===== src/rtl/huffman_category.sv =====
// -----------------------------------------------------------------------------
// huffman_category
//
// Purpose:
//   Computes the JPEG magnitude category (SSSS) of a signed 12-bit coefficient
//   or DC difference, together with the matching "additional bits" field.
//   The category is available combinationally, so the Huffman ROM can be
//   addressed in the same cycle. A registered copy of the category and the
//   additional bits is also provided. That copy is qualified by q_valid for
//   downstream pipeline stages.
//
// Ports:
//   clk_in    in   1   clock, rising edge
//   rst       in   1   asynchronous, active-high reset
//   d_in      in  12   signed two's-complement input value
//   d_valid   in   1   capture d_in into the output registers this cycle
//   category  out  4   combinational category of d_in (0..12)
//   cat_q     out  4   registered category
//   bits_q    out 12   registered additional bits, right-justified
//   q_valid   out  1   cat_q/bits_q hold a result captured one edge earlier
// -----------------------------------------------------------------------------
module huffman_category (
  input  logic        clk_in,
  input  logic        rst,
  input  logic [11:0] d_in,
  input  logic        d_valid,
  output logic [3:0]  category,
  output logic [3:0]  cat_q,
  output logic [11:0] bits_q,
  output logic        q_valid
);

  // ---------------------------------------------------------------------------
  // Magnitude.
  // The value is sign-extended to 13 bits before it is negated. This lets
  // -2048 become +2048 (bit 11 set), which naturally yields category 12.
  // ---------------------------------------------------------------------------
  logic        is_neg;
  logic [12:0] d_ext;
  logic [12:0] mag;

  assign is_neg = d_in[11];
  assign d_ext  = {d_in[11], d_in};
  assign mag    = is_neg ? (13'd0 - d_ext) : d_ext;

  // ---------------------------------------------------------------------------
  // Leading-one detection.
  // lead[gi] is set only for the highest set bit of mag. At most one lead bit
  // is ever active, and none are active when mag is zero.
  // ---------------------------------------------------------------------------
  logic [12:0] lead;

  genvar gi;
  generate
    for (gi = 0; gi < 13; gi = gi + 1) begin : g_lead
      assign lead[gi] = mag[gi] & ~(|(mag >> (gi + 1)));
    end
  endgenerate

  // The category is the position of the leading one plus 1.
  // A zero magnitude falls through to the default of 0, so the output is
  // never X for a known input.
  logic [3:0] cat_next;

  always_comb begin
    cat_next = 4'd0;
    for (int i = 0; i < 13; i++) begin
      if (lead[i]) begin
        cat_next = 4'(i + 1);
      end
    end
  end

  assign category = cat_next;

  // ---------------------------------------------------------------------------
  // Additional bits.
  // Negative values use (v - 1) mod 4096, which is the one's complement of
  // |v|. For -2048 this wraps to 0x7FF. The raw value is then masked down to
  // the low 'category' bits. A category of 0 masks everything to zero.
  // ---------------------------------------------------------------------------
  logic [11:0] bits_raw;
  logic [11:0] bits_mask;
  logic [11:0] bits_next;

  assign bits_raw = is_neg ? (d_in - 12'd1) : d_in;

  generate
    for (gi = 0; gi < 12; gi = gi + 1) begin : g_mask
      assign bits_mask[gi] = (cat_next > 4'(gi));
    end
  endgenerate

  assign bits_next = bits_raw & bits_mask;

  // ---------------------------------------------------------------------------
  // Output register stage.
  // q_valid tracks d_valid with one cycle of latency. The data registers are
  // loaded only on valid cycles; on idle cycles they keep the last result.
  // ---------------------------------------------------------------------------
  logic [3:0]  cat_reg;
  logic [11:0] bits_reg;
  logic        valid_reg;

  always_ff @(posedge clk_in or posedge rst) begin
    if (rst) begin
      cat_reg   <= 4'd0;
      bits_reg  <= 12'd0;
      valid_reg <= 1'b0;
    end else begin
      valid_reg <= d_valid;
      if (d_valid) begin
        cat_reg  <= cat_next;
        bits_reg <= bits_next;
      end
    end
  end

  assign cat_q   = cat_reg;
  assign bits_q  = bits_reg;
  assign q_valid = valid_reg;

endmodule


===== config.mk =====
export PLATFORM = sky130hd
export DESIGN_NAME = huffman_category
export DESIGN_NICKNAME = d
export VERILOG_FILES = /design/src/rtl/huffman_category.sv
export SDC_FILE = /design/constraint.sdc
export NUM_CORES = 1
export LEC_CHECK = 0
export CORE_UTILIZATION = 53
export DETAILED_ROUTE_END_ITERATION = 16
export GPL_TIMING_DRIVEN = 1
export PLACE_DENSITY = 0.84
export SKIP_LAST_GASP = 1
export SLEW_MARGIN = 10
export SYNTH_ARGS = -nofsm -noshare
export SYNTH_HDL_FRONTEND = slang
export SYNTH_SLANG_ARGS = --single-unit
export TNS_END_PERCENT = 20

===== constraint.sdc =====
create_clock -name clk_in -period 8.75 [get_ports clk_in]
set_input_delay 1.3125 -clock clk_in [delete_from_list [all_inputs] [get_ports clk_in]]
set_output_delay 1.3125 -clock clk_in [all_outputs]
set_load 0.005 [all_outputs]

== Word level (Yosys, flattened, before mapping) ==
Cells that the tools add are included.
Word-level totals
  flip-flop bits (word level): 17
  bits in latches: 0
  RAM bits: 0
  bits in read-only memories: 0
  bits of input ports: 15
  output and inout port bits: 21
  word-level logic and storage cells: 68
  memories: 0
Cells by class
  $add $sub $neg: 2
  multipliers: 0
  divide/modulo/power cells: 0
  $lt $le $gt $ge: 12
  equality and inequality tests: 0
  shift-type cells: 0
  muxes and demuxes: 15
  bitwise gates (word level): 25
  reduce and logical (&&, ||, !) cells: 11
Operators with widths (count)
  4-bit 2-to-1 mux: 6
  4-bit by 3-bit greater-than comparator with 1-bit output (second input constant): 4
  4-bit greater-than comparator (second input constant): 4
  13-bit 2-to-1 mux: 1
  1-bit by 12-bit subtractor with 13-bit output (first input constant): 1
  1-bit bitwise AND: 12
  12-bit bitwise AND: 1
  12-bit 2-to-1 mux: 1
  3-bit 2-to-1 mux: 4
  1-bit inverter: 12
  12-bit OR reduction: 1
  12-bit by 1-bit subtractor with 12-bit output (second input constant): 1
  11-bit OR reduction: 1
  10-bit OR reduction: 1
  9-bit OR reduction: 1
  4-bit by 1-bit greater-than comparator with 1-bit output (second input constant): 2
  4-bit by 2-bit greater-than comparator with 1-bit output (second input constant): 2
  8-bit OR reduction: 1
  7-bit OR reduction: 1
  6-bit OR reduction: 1
  5-bit OR reduction: 1
  2-bit 2-to-1 mux: 2
  4-bit OR reduction: 1
  3-bit OR reduction: 1
  other kinds (2): 2

== Depth between registers and ports, before layout ==
  word-level depth: 20
  depth in mapped cells: 10
  gate-level depth less buffers: 8

== Least setup slack after synthesis ==
Ideal clock, no wire load.
  path type: in2out
  from: in d_in[1]
  to: out category[0]
  data arrival time: 3.330 ns
  required time: 7.438 ns
  slack: 4.107 ns
  cell stages on the path: 9
  path buffers: 1
  cell sequence: clkbuf_1 -> inv_1 -> ha_1 -> and2_1 -> a32o_1 -> nor3_1 -> nand4_4 -> or3_1 -> nand2_1
On the way
  word-level cells in the longest chain between the ends: 18
  elaborated cells between the ends (all ways): 50
  classes of those cells: 1 x add/sub; 14 x mux; 24 x bitwise; 11 x reduce/logical
RTL lines
  start, declared: line 25  | input logic [11:0] d_in,
  1-bit by 12-bit subtractor with 13-bit output: line 44  | assign mag = is_neg ? (13'd0 - d_ext) : d_ext;
  13-bit 2-to-1 mux (*): line 44
  12-bit OR reduction: line 56  | assign lead[gi] = mag[gi] & ~(|(mag >> (gi + 1)));
  1-bit inverter: line 56
  1-bit bitwise AND: line 56
  1-bit 2-to-1 mux: line 68  | if (lead[i]) begin
  2-bit 2-to-1 mux (2 in a row): line 68
  3-bit 2-to-1 mux (4 in a row): line 68
  4-bit 2-to-1 mux (5 in a row): line 68
  4-bit 2-to-1 mux (*): line 68
  end, declared: line 27  | output logic [3:0] category,
Mark *: on every way between the ends. The rest lies on a longest branch, timed or not.

== Worst setup path in the final report ==
  from: in d_in[0]
  to: out category[0]
Same word-level chain as after synthesis.

==> flow_metrics.env <==
export IMPL_viasPerCell=6.040
export IMPL_syn_area_per_cell_um2=8.275
export IMPL_syn_nets=188
export IMPL_r2r_end="bits_q[10]$_DFFE_PP0P_"
export IMPL_cts_sinks=17
export IMPL_fin_crit_ns=5.884
export IMPL_gr_total_overflow=0
export IMPL_ys_seq_elements=17
export IMPL_dpl_cell_area_um2=1742
export IMPL_layout_drive_gt1_share=0.09137
export IMPL_r2r_slack_ns=7.87
export IMPL_path_clk_slew_ns=0.10
export IMPL_cpPeakStageDelay_ns=0.62
export IMPL_cts_root_buf="clkbuf_4"
export IMPL_worst_path_max_delay_cell="clkdlybuf4s50_1"
export IMPL_power_internal_mw=0.1406
export IMPL_rsz0062_at_grt="no"
export IMPL_post_dp_hpwl_um=2544
export IMPL_die_w_um=53.67
export IMPL_rows=18
export IMPL_core_area_um2=2500
export IMPL_num_nets_final=215
export IMPL_numPortBuffers=35
export IMPL_synthTopCellsByCount="19 x nand2_1, 17 x dfrtp_1, 11 x inv_1, 11 x nor2_1, 10 x o21ai_0"
export IMPL_hold_path_depth=1
export IMPL_antenna_found_initial=0
export IMPL_cts_tree="built"
export IMPL_arrival_ns=4.57
export IMPL_postLayoutCellArea_um2=1769
export IMPL_post_cts_resize_count=0
export IMPL_seqPwrFrac=0.435
export IMPL_setup_viol=0
export IMPL_routed_via_count=1371
export IMPL_yosysTopAreaCellShare=0.3006
export IMPL_worst_path_max_fanout=14
export IMPL_worst_slew_margin_rel=0.3036
export IMPL_n_antenna_cell=0
export IMPL_remaining_drc_errors=0
export IMPL_yosys_cell_types_count=50
export IMPL_synth_most_common_cell="nand2_1"
export IMPL_timing_fmax_mhz=169.9
export IMPL_clockBufferDepth=2
export IMPL_sw_frac_of_total=0.3213
export IMPL_yosys_warnings=0
export IMPL_wl_um=3303
export IMPL_endpoint_kind="output port"
export IMPL_fin_ws_ns=2.866
export IMPL_cts_htree_levels=1
export IMPL_dpl_worst_slack_ns=2.911
export IMPL_grt_util_all_layers=0.2674
export IMPL_combPwrFrac=0.363
export IMPL_worstSetupPathType="in2out"
export IMPL_grt_pass1_wl_um=5575
export IMPL_yosys_area_top_type="dfrtp_1"
export IMPL_cp_cell_sequence="clkdlybuf4s50_1, inv_1, ha_1, and2_1, a32o_1, nor3_1, nand4_4, or3_1, nand2_1, clkdlybuf4s50_1"
export IMPL_cts_setup_buffers=0
export IMPL_synthCells=171
export IMPL_crit_family="simple AND/OR/NAND/NOR gates"
export IMPL_max_cap_viol_count=0
export IMPL_finalHoldViolCount=0
export IMPL_die_area_um2=2880
export IMPL_drv_slew=0
export IMPL_grt_pass1_vias=1237
export IMPL_power_frac_clock=0.203
export IMPL_critPathBufInv=3
export IMPL_drtIter0Drc=45
export IMPL_rr_worst_depth=2
export IMPL_run_status="finished clean"
export IMPL_start_util=0.5661
export IMPL_ys_seq_area_frac=0.3006
export IMPL_min_path_type="reg2reg"
export IMPL_holdPathEnd="bits_q[11]$_DFFE_PP0P_"
export IMPL_tns_ns=0
export IMPL_cp_start_kind="input port"
export IMPL_grt_max_degree=35
export IMPL_cts_buffers=3
export IMPL_holdCritStartpoint="bits_q[11]$_DFFE_PP0P_"
export IMPL_place_congestion=0.9694
export IMPL_postRouteAntennaNets=0
export IMPL_synth_async_sr_flop_share=1.000
export IMPL_synth_edf_count=0
export IMPL_cp_common_cell="clkdlybuf4s50_1"
export IMPL_fp_dieH_um=53.67
export IMPL_dr_pass1_iters=4
export IMPL_leakagePower_nw=0.6705
export IMPL_fin_crit_sh=0.6725
export IMPL_insertion_delay_ns=0.29
export IMPL_powerDensity_nw_per_um2=117.1
export IMPL_clock_skew_ns=0
export IMPL_wl_per_cell_um=14.55
export IMPL_timing_rr_start="bits_q[10]$_DFFE_PP0P_"
export IMPL_power_switching_mw=0.06657
export IMPL_peakVddDrop_v=0.0001205
export IMPL_required_ns=7.44
export IMPL_cts_hold_buf=0
export IMPL_synth_area_top_cells="dfrtp_1 30%, nand2_1 5.0%, a31oi_1 4.0%, xor2_1 3.7%, o21ai_0 3.5%"
export IMPL_worst_pin_slew_ns=1.041
export IMPL_syn_area_um2=1415
export IMPL_syn_to_final_growth_pct=25.02
export IMPL_ioPinCount=36
export IMPL_synth_top_flop_cell="dfrtp_1"
==> per-stage QoR <==
| step | hold slack, ns | instances | power, mW | util |
|---|---|---|---|---|
| 2_1_floorplan | 0.4880 | 171 | 0.1325 | - |
| 3_3_place_gp | 0.4822 | 223 | 0.1642 | 0.6967 |
| 3_5_place_dp | 0.4984 | 223 | 0.1666 | 0.6967 |
| 4_1_cts | 0.5223 | 227 | 0.2083 | 0.7077 |
| 5_1_grt | 0.5524 | 227 | 0.2210 | 0.7077 |
| 6_report | 0.5147 | 227 | 0.2072 | 0.7077 |
==> registers in the layout (all words and copies together), names as in the netlist <==
| register | count |
|---|---|
| bits_q | 12 |
| cat_q | 4 |
| q_valid | 1 |
==> layout by cell type (no fill, tap or decap), types with 3 or more instances in the layout <==
cell	n
nor3_1	7
nor2_1	11
or3_1	4
nor2b_1	3
o22ai_1	8
xor2_1	6
inv_1	11
nand2_1	19
o21ai_0	10
nor4_1	3
o31ai_1	3
dfrtp_1	17
clkdlybuf4s50_1	35
nand3_1	5
a31oi_1	9
clkbuf_4	3
xnor2_1	5
==> worst register-to-register path, stage by stage, from the launching register on <==
cell     delay, ns
dfrtp_1       0.40
nor2b_1       0.13
a31o_2        0.25
==> layer usage <==
metal,up-vias,track usage,wire length (µm),part of all wire
met2,65,0.4136,1483,0.45
met4,0,0.1404,74,0.022
li1,675,-,-,-
met5,-,0,0,0
met1,625,0.3625,1564,0.47
met3,6,0.02825,181,0.055
==> cells by family (layout without fill, tap and decap cells) <==
logic type / count (synthesis) / count (layout) / share of synthesized area
xor+xnor: 13 / 13 / 0.09107
compound gates: 49 / 49 / 0.2476
flops: 17 / 17 / 0.3006
simple gates: 65 / 65 / 0.2626
buf+inv: 24 / 50 / 0.07250
fa+ha+maj: 2 / 2 / 0.01768
mux: 1 / 1 / 0.007957
==> power groups by stage <==
| stage | Clock [mW] | Sequential (mW) | Combinational (mW) |
|---|---|---|---|
| 2_1_floorplan | 0 | 0.0920 | 0.0405 |
| 6_report | 0.0420 | 0.0901 | 0.0751 |
| 3_5_place_dp | 0 | 0.0918 | 0.0748 |
| 4_1_cts | 0.0429 | 0.0903 | 0.0751 |
| 5_1_grt | 0.0467 | 0.0911 | 0.0832 |
| 3_3_place_gp | 0 | 0.0911 | 0.0731 |
==> cell type report <==
type	instances	area [µm²]
Fill cell	219	730.7
Clock inverter	1	5.005
Tap cell	30	37.54
Inverter	11	41.29
Sequential cell	17	425.4
Multi-Input combinational cell	130	887.1
Timing Repair Buffer	35	350.3
Clock buffer	3	22.52
==> how the worst max path moves through the flow <==
stage,from,end,slack [ns],depth (start not counted)
after floorplan,d_in[1],category[0],4.11,9
after global placement,d_in[0],category[0],3.00,10
after detailed placement,d_in[0],category[0],2.91,10
after CTS,d_in[0],category[0],2.91,10
after global routing,d_in[1],category[0],2.73,10
final,d_in[0],category[0],2.87,10
(Power assumes the default switching activity.)
